`config.mk`:
```
export PLATFORM = sky130hd
export DESIGN_NAME = alu_arbiter
export DESIGN_NICKNAME = d
export VERILOG_FILES = /design/src/rtl/alu_arbiter.sv
export SDC_FILE = /design/constraint.sdc
export NUM_CORES = 1
export LEC_CHECK = 0
export CELL_PAD_IN_SITES_DETAIL_PLACEMENT = 1
export CELL_PAD_IN_SITES_GLOBAL_PLACEMENT = 1
export CORE_AREA = 2 2 168 170
export CTS_BUF_LIST = sky130_fd_sc_hd__clkbuf_4 sky130_fd_sc_hd__clkbuf_8 sky130_fd_sc_hd__clkbuf_16
export CTS_CLUSTER_SIZE = 8
export DETAILED_ROUTE_END_ITERATION = 12
export DIE_AREA = 0 0 170 172
export PLACE_DENSITY = 0.87
export SYNTH_ARGS = -nofsm -noshare
export SYNTH_HDL_FRONTEND = slang
export SYNTH_SLANG_ARGS = --single-unit
export TNS_END_PERCENT = 50
```
`constraint.sdc`:
```
create_clock -name clk -period 5.25 [get_ports clk]
set_input_delay 0.7875 -clock clk [delete_from_list [all_inputs] [get_ports clk]]
set_output_delay 0.7875 -clock clk [all_outputs]
set_load 0.005 [all_outputs]
```
`src/rtl/alu_arbiter.sv`:
```
// Round-robin arbiter that shares one registered ALU among NREQ requesters and
// drives the PMU idle request (sleep after a run of empty cycles, wake-up delay on new work).
module alu_arbiter #(
  parameter int unsigned WIDTH    = 32,
  parameter int unsigned NREQ     = 4,
  parameter int unsigned LAT      = 1,
  parameter int unsigned WAKE_CYC = 4,
  parameter int unsigned IDLE_CYC = 16,
  localparam int unsigned IW      = $clog2(NREQ)
) (
  input  logic                  clk,
  input  logic                  rst,
  input  logic [NREQ-1:0]       req_valid,
  output logic [NREQ-1:0]       req_ready,
  input  logic [NREQ*WIDTH-1:0] req_A,
  input  logic [NREQ*WIDTH-1:0] req_B,
  input  logic [NREQ*4-1:0]     req_sel,
  input  logic [NREQ-1:0]       req_cin,
  output logic [WIDTH-1:0]      alu_A,
  output logic [WIDTH-1:0]      alu_B,
  output logic [3:0]            alu_sel,
  output logic                  alu_cin,
  input  logic [WIDTH-1:0]      alu_result,
  input  logic [4:0]            alu_flags,
  output logic                  rsp_valid,
  output logic [IW-1:0]         rsp_id,
  output logic [WIDTH-1:0]      rsp_result,
  output logic [4:0]            rsp_flags,
  output logic                  idle
);

  localparam logic [1:0] SLEEP = 2'd0;
  localparam logic [1:0] WAKE  = 2'd1;
  localparam logic [1:0] ARB   = 2'd2;
  localparam logic [1:0] BUSY  = 2'd3;

  localparam int unsigned WW = (WAKE_CYC > 1) ? $clog2(WAKE_CYC) : 1;
  localparam int unsigned BW = $clog2(LAT + 1);
  localparam int unsigned IC = (IDLE_CYC > 1) ? $clog2(IDLE_CYC) : 1;

  logic [1:0]    state_q, state_d;
  logic [IW-1:0] ptr_q, ptr_d;
  logic [WW-1:0] wake_q, wake_d;
  logic [BW-1:0] busy_q, busy_d;
  logic [IC-1:0] idle_cnt_q, idle_cnt_d;

  logic          grant_found;
  logic [IW-1:0] grant_idx;
  logic [IW:0]   cand;
  logic          grant;
  logic          capture;

  // First valid requester at or after ptr, wrapping modulo NREQ.
  always_comb begin
    grant_found = 1'b0;
    grant_idx   = '0;
    cand        = '0;
    for (int i = 0; i < int'(NREQ); i++) begin
      cand = {1'b0, ptr_q} + (IW+1)'(i);
      if (cand >= (IW+1)'(NREQ)) cand = cand - (IW+1)'(NREQ);
      if (!grant_found && req_valid[cand[IW-1:0]]) begin
        grant_found = 1'b1;
        grant_idx   = cand[IW-1:0];
      end
    end
  end

  assign grant   = (state_q == ARB) && grant_found;
  assign capture = (state_q == BUSY) && (busy_q == '0);

  always_comb begin
    req_ready = '0;
    if (grant) req_ready[grant_idx] = 1'b1;
  end

  always_comb begin
    state_d    = state_q;
    ptr_d      = ptr_q;
    wake_d     = wake_q;
    busy_d     = busy_q;
    idle_cnt_d = idle_cnt_q;
    case (state_q)
      SLEEP: begin
        if (|req_valid) begin
          state_d = WAKE;
          wake_d  = WW'(WAKE_CYC - 1);
        end
      end
      WAKE: begin
        if (wake_q == '0) state_d = ARB;
        else              wake_d  = wake_q - 1'b1;
      end
      ARB: begin
        if (grant_found) begin
          state_d    = BUSY;
          busy_d     = BW'(LAT);
          idle_cnt_d = '0;
          ptr_d      = (grant_idx == IW'(NREQ - 1)) ? '0 : grant_idx + 1'b1;
        end else if (idle_cnt_q == IC'(IDLE_CYC - 1)) begin
          state_d    = SLEEP;
          idle_cnt_d = '0;
        end else begin
          idle_cnt_d = idle_cnt_q + 1'b1;
        end
      end
      BUSY: begin
        // One cycle for the ALU input register, then LAT for the ALU itself.
        if (busy_q == '0) state_d = ARB;
        else              busy_d  = busy_q - 1'b1;
      end
      default: state_d = SLEEP;
    endcase
  end

  always_ff @(posedge clk or posedge rst) begin
    if (rst) begin
      state_q    <= SLEEP;
      ptr_q      <= '0;
      wake_q     <= '0;
      busy_q     <= '0;
      idle_cnt_q <= '0;
      idle       <= 1'b1;
      rsp_valid  <= 1'b0;
      alu_A      <= '0;
      alu_B      <= '0;
      alu_sel    <= '0;
      alu_cin    <= 1'b0;
      rsp_id     <= '0;
      rsp_result <= '0;
      rsp_flags  <= '0;
    end else begin
      state_q    <= state_d;
      ptr_q      <= ptr_d;
      wake_q     <= wake_d;
      busy_q     <= busy_d;
      idle_cnt_q <= idle_cnt_d;
      idle       <= (state_d == SLEEP);
      rsp_valid  <= capture;
      if (grant) begin
        alu_A   <= req_A[grant_idx*WIDTH +: WIDTH];
        alu_B   <= req_B[grant_idx*WIDTH +: WIDTH];
        alu_sel <= req_sel[grant_idx*4 +: 4];
        alu_cin <= req_cin[grant_idx];
        rsp_id  <= grant_idx;
      end
      if (capture) begin
        rsp_result <= alu_result;
        rsp_flags  <= alu_flags;
      end
    end
  end

endmodule

```
==> qor.csv <==
metric;value;unit
commonest non-fill, non-tap cell in the layout;clkdlybuf4s50_1;
Crit Path Class;primary input to output pin;
fin. max-slew vios;0;
sequential share of the synthesized area;45.7;%
Num CTS Buffers;17;
Syn Nets;964;
core area;27500;µm²
Psw;0.00208;W
clock-pin slew on the worst setup and hold paths;0.07;ns
Critical Path Source Type;primary input;
initial antenna violation count;2;
placed cells;1377;
register share of total power;29.2;%
Critical Path RT;4.46;ns
Peak Freq;269;MHz
initial DRC count;232;
number of max-cap violations;0;
DRT Wirelength;28500;µm
Gates resized, CTS repair;0;
Sw Share;36.7;%
share of total power in combinational logic;49.8;%
worst hold path class;register to register;
post-cts hold buffer count;0;
drt first pass iters;4;
Gate Count Post-Synth;639;
RSZ-0062 raised after global routing;false;
Area growth, synth to finish;74.7;%
Synth warnings;0;
clock buffer depth;2;
final instance area;11600;µm²
Clock Latency Late Sink;0.42;ns
endpoints failing setup;0;
worst relative slew slack;35.6;%
die width;170;µm
highest layer used for signal routing;met5;
# IOs;433;
IO buf count;432;
compound-cell area share of the yosys netlist;11.3;%
# diodes;0;
clock skew;0.0247;ns
Hold Fails Final Rpt;0;
average footprint of a synthesized cell;10.4;µm²
met2 WL;14200;µm
status;complete, no violations;
GRT overflow;0;
WL met1;11100;µm
CP endpoint kind;output pin;
TritonCTS clock tree;built;
Root Buffer;clkbuf_16;
Post-CTS Setup Inserts;0;
synthesized area;6640;µm²
met3 wire len;2540;µm
NumNets Final;1375;
most frequent cells in the layout;clkdlybuf4s50_1, nand2_1, mux2i_1, dfrtp_1, o221ai_1;
vias in the first global route;7361;
DRC Markers;0;
Worst-Margin Slew;0.967;ns
Initial Utilization;24.1;%
FF/Latch Area;3030;µm²
Vert. Die Dim;172;µm
Wirelength per Cell;20.2;µm
largest net degree at the start of global routing;75;
Synth cell types;36;
combinational family with the most area after synthesis;multiplexers;
Fin Setup TNS;0;ns
Layout Cells excl Fill;1409;
Synth Area in Adders;1.13;%
Power Density;488;nW/µm²
first-pass GRT wire length;41700;µm
period utilization;70.8;%
XOR/XNOR share of the synthesized area;0;%
P_int;0.00358;W
via count;6725;
share of layout cells above drive strength 1;4.80;%
static leakage;5.06;nW
Final HPWL DP;21500;µm
simple logic cell fraction of the synthesized area;13.0;%
row cnt;61;
synthesized flop and latch total;121;
Vias/cell;4.77;
# fillers;3090;
mux contribution to synthesized area;21.0;%
routability-driven placement congestion ratio;0.783;
Max H-tree Level;4;
Worst Path Arrival;2.93;ns
area post-placement;11000;µm²
peak supply drop;0.221;mV
clock power share;21.1;%
clock sinks;121;
area taken by multi-input logic gates;3100;µm²
final antenna-violating net count;0;
Tot GR Track Use;18.7;%
total chip power;0.00565;W
largest fanout on the critical path;16;
Tmin final;3.72;ns
Die ar.;29200;µm²
==> synthesized netlist by cell type, drive strengths merged <==
cell | count | share of area (%)
nand2 | 196 | 11
mux2i | 139 | 21
dfrtp | 120 | 45
o221ai | 69 | 9.1
buf | 29 | 5.0
clkbuf | 14 | 0.79
o21ai | 11 | 0.83
inv | 10 | 0.57
nor2 | 10 | 0.60
a21oi | 9 | 0.68
ha | 6 | 1.1
and2 | 4 | 0.38
bufbuf | 4 | 1.1
nand2b | 4 | 0.45
a21o | 2 | 0.23
dlymetal6s2s | 2 | 0.38
a211o | 1 | 0.13
a21boi | 1 | 0.11
dfstp | 1 | 0.40
nand3 | 1 | 0.075
nand3b | 1 | 0.11
nand4 | 1 | 0.094
nor4 | 1 | 0.094
o22a | 1 | 0.13
o22ai | 1 | 0.094
or4 | 1 | 0.11
==> metal layers <==
layer  global-route usage [%]  up-vias
met1                     20.7     3293
met3                     6.98       36
met2                     33.6      299
met4                     5.65        2
li1                         -     3095
met5                        0        -
==> final cells by class <==
| cell class | count | share of cell area [%] |
|---|---|---|
| inverter | 10 | 0.345 |
| sequential | 121 | 26.1 |
| multi-input combinational | 459 | 26.7 |
| timing repair buffer | 441 | 38.0 |
| tap | 346 | 3.74 |
| clock inverter | 14 | 1.30 |
| clock buffer | 18 | 3.74 |
==> per-stage QoR <==
step	setup WS, ns	hold slack, ns	utilization, %
finish	1.53	0.473	42.2
global placement	1.66	0.457	40.1
CTS	1.52	0.480	42.2
floorplan	1.25	0.438	-
detailed placement	1.53	0.463	40.1
global route	1.42	0.502	42.2
==> power by group through the flow <==
stage,clock [W],combinational [W],sequential [W]
after detailed placement,0,0.00286,0.00166
after CTS,0.00124,0.00286,0.00165
after global routing,0.00127,0.00307,0.00170
final,0.00119,0.00281,0.00165
after global placement,0,0.00275,0.00164
after floorplan,0,0.00147,0.00163
==> logic make-up (layout without fill, tap and decap cells) <==
| kind of cell | count (synthesis) | in the layout |
|---|---|---|
| AOI/OAI and AO/OA | 95 | 95 |
| muxes | 139 | 139 |
| buffers and inverters | 59 | 483 |
| DFF | 121 | 121 |
| adders and majority gates | 6 | 6 |
| and+or+nand+nor | 219 | 219 |
==> registers in the layout (all words and copies together) (netlist names) <==
name	cells
alu_A	32
rsp_result	32
rsp_id	2
rsp_flags	5
ptr_q	2
alu_cin	1
idle	1
alu_sel	4
state_q	2
busy_q	1
idle_cnt_q	4
alu_B	32
rsp_valid	1
wake_q	2
==> worst max-delay path, stage by stage <==
cell and delay (ns):
clkdlybuf4s50_1 0.50, a21o_1 0.22, a21oi_1 0.19, o22a_4 0.34, inv_2 0.09, ha_1 0.21
and2_1 0.14, clkdlybuf4s50_1 0.45
==> final timing paths <==
kind,from,end,slack (ns),cells past startpoint
setup / recovery,req_valid[0],req_ready[1],1.53,8
hold / removal,rsp_flags[4],rsp_flags[4],0.47,2
setup reg to reg,ptr_q[1],alu_A[16],2.63,6
hold reg to reg,rsp_flags[4],rsp_flags[4],0.47,2
max in group asynchronous,rst,alu_B[28],3.46,3
min in group asynchronous,rst,rsp_flags[1],0.89,2
(Power assumes the default switching activity.)
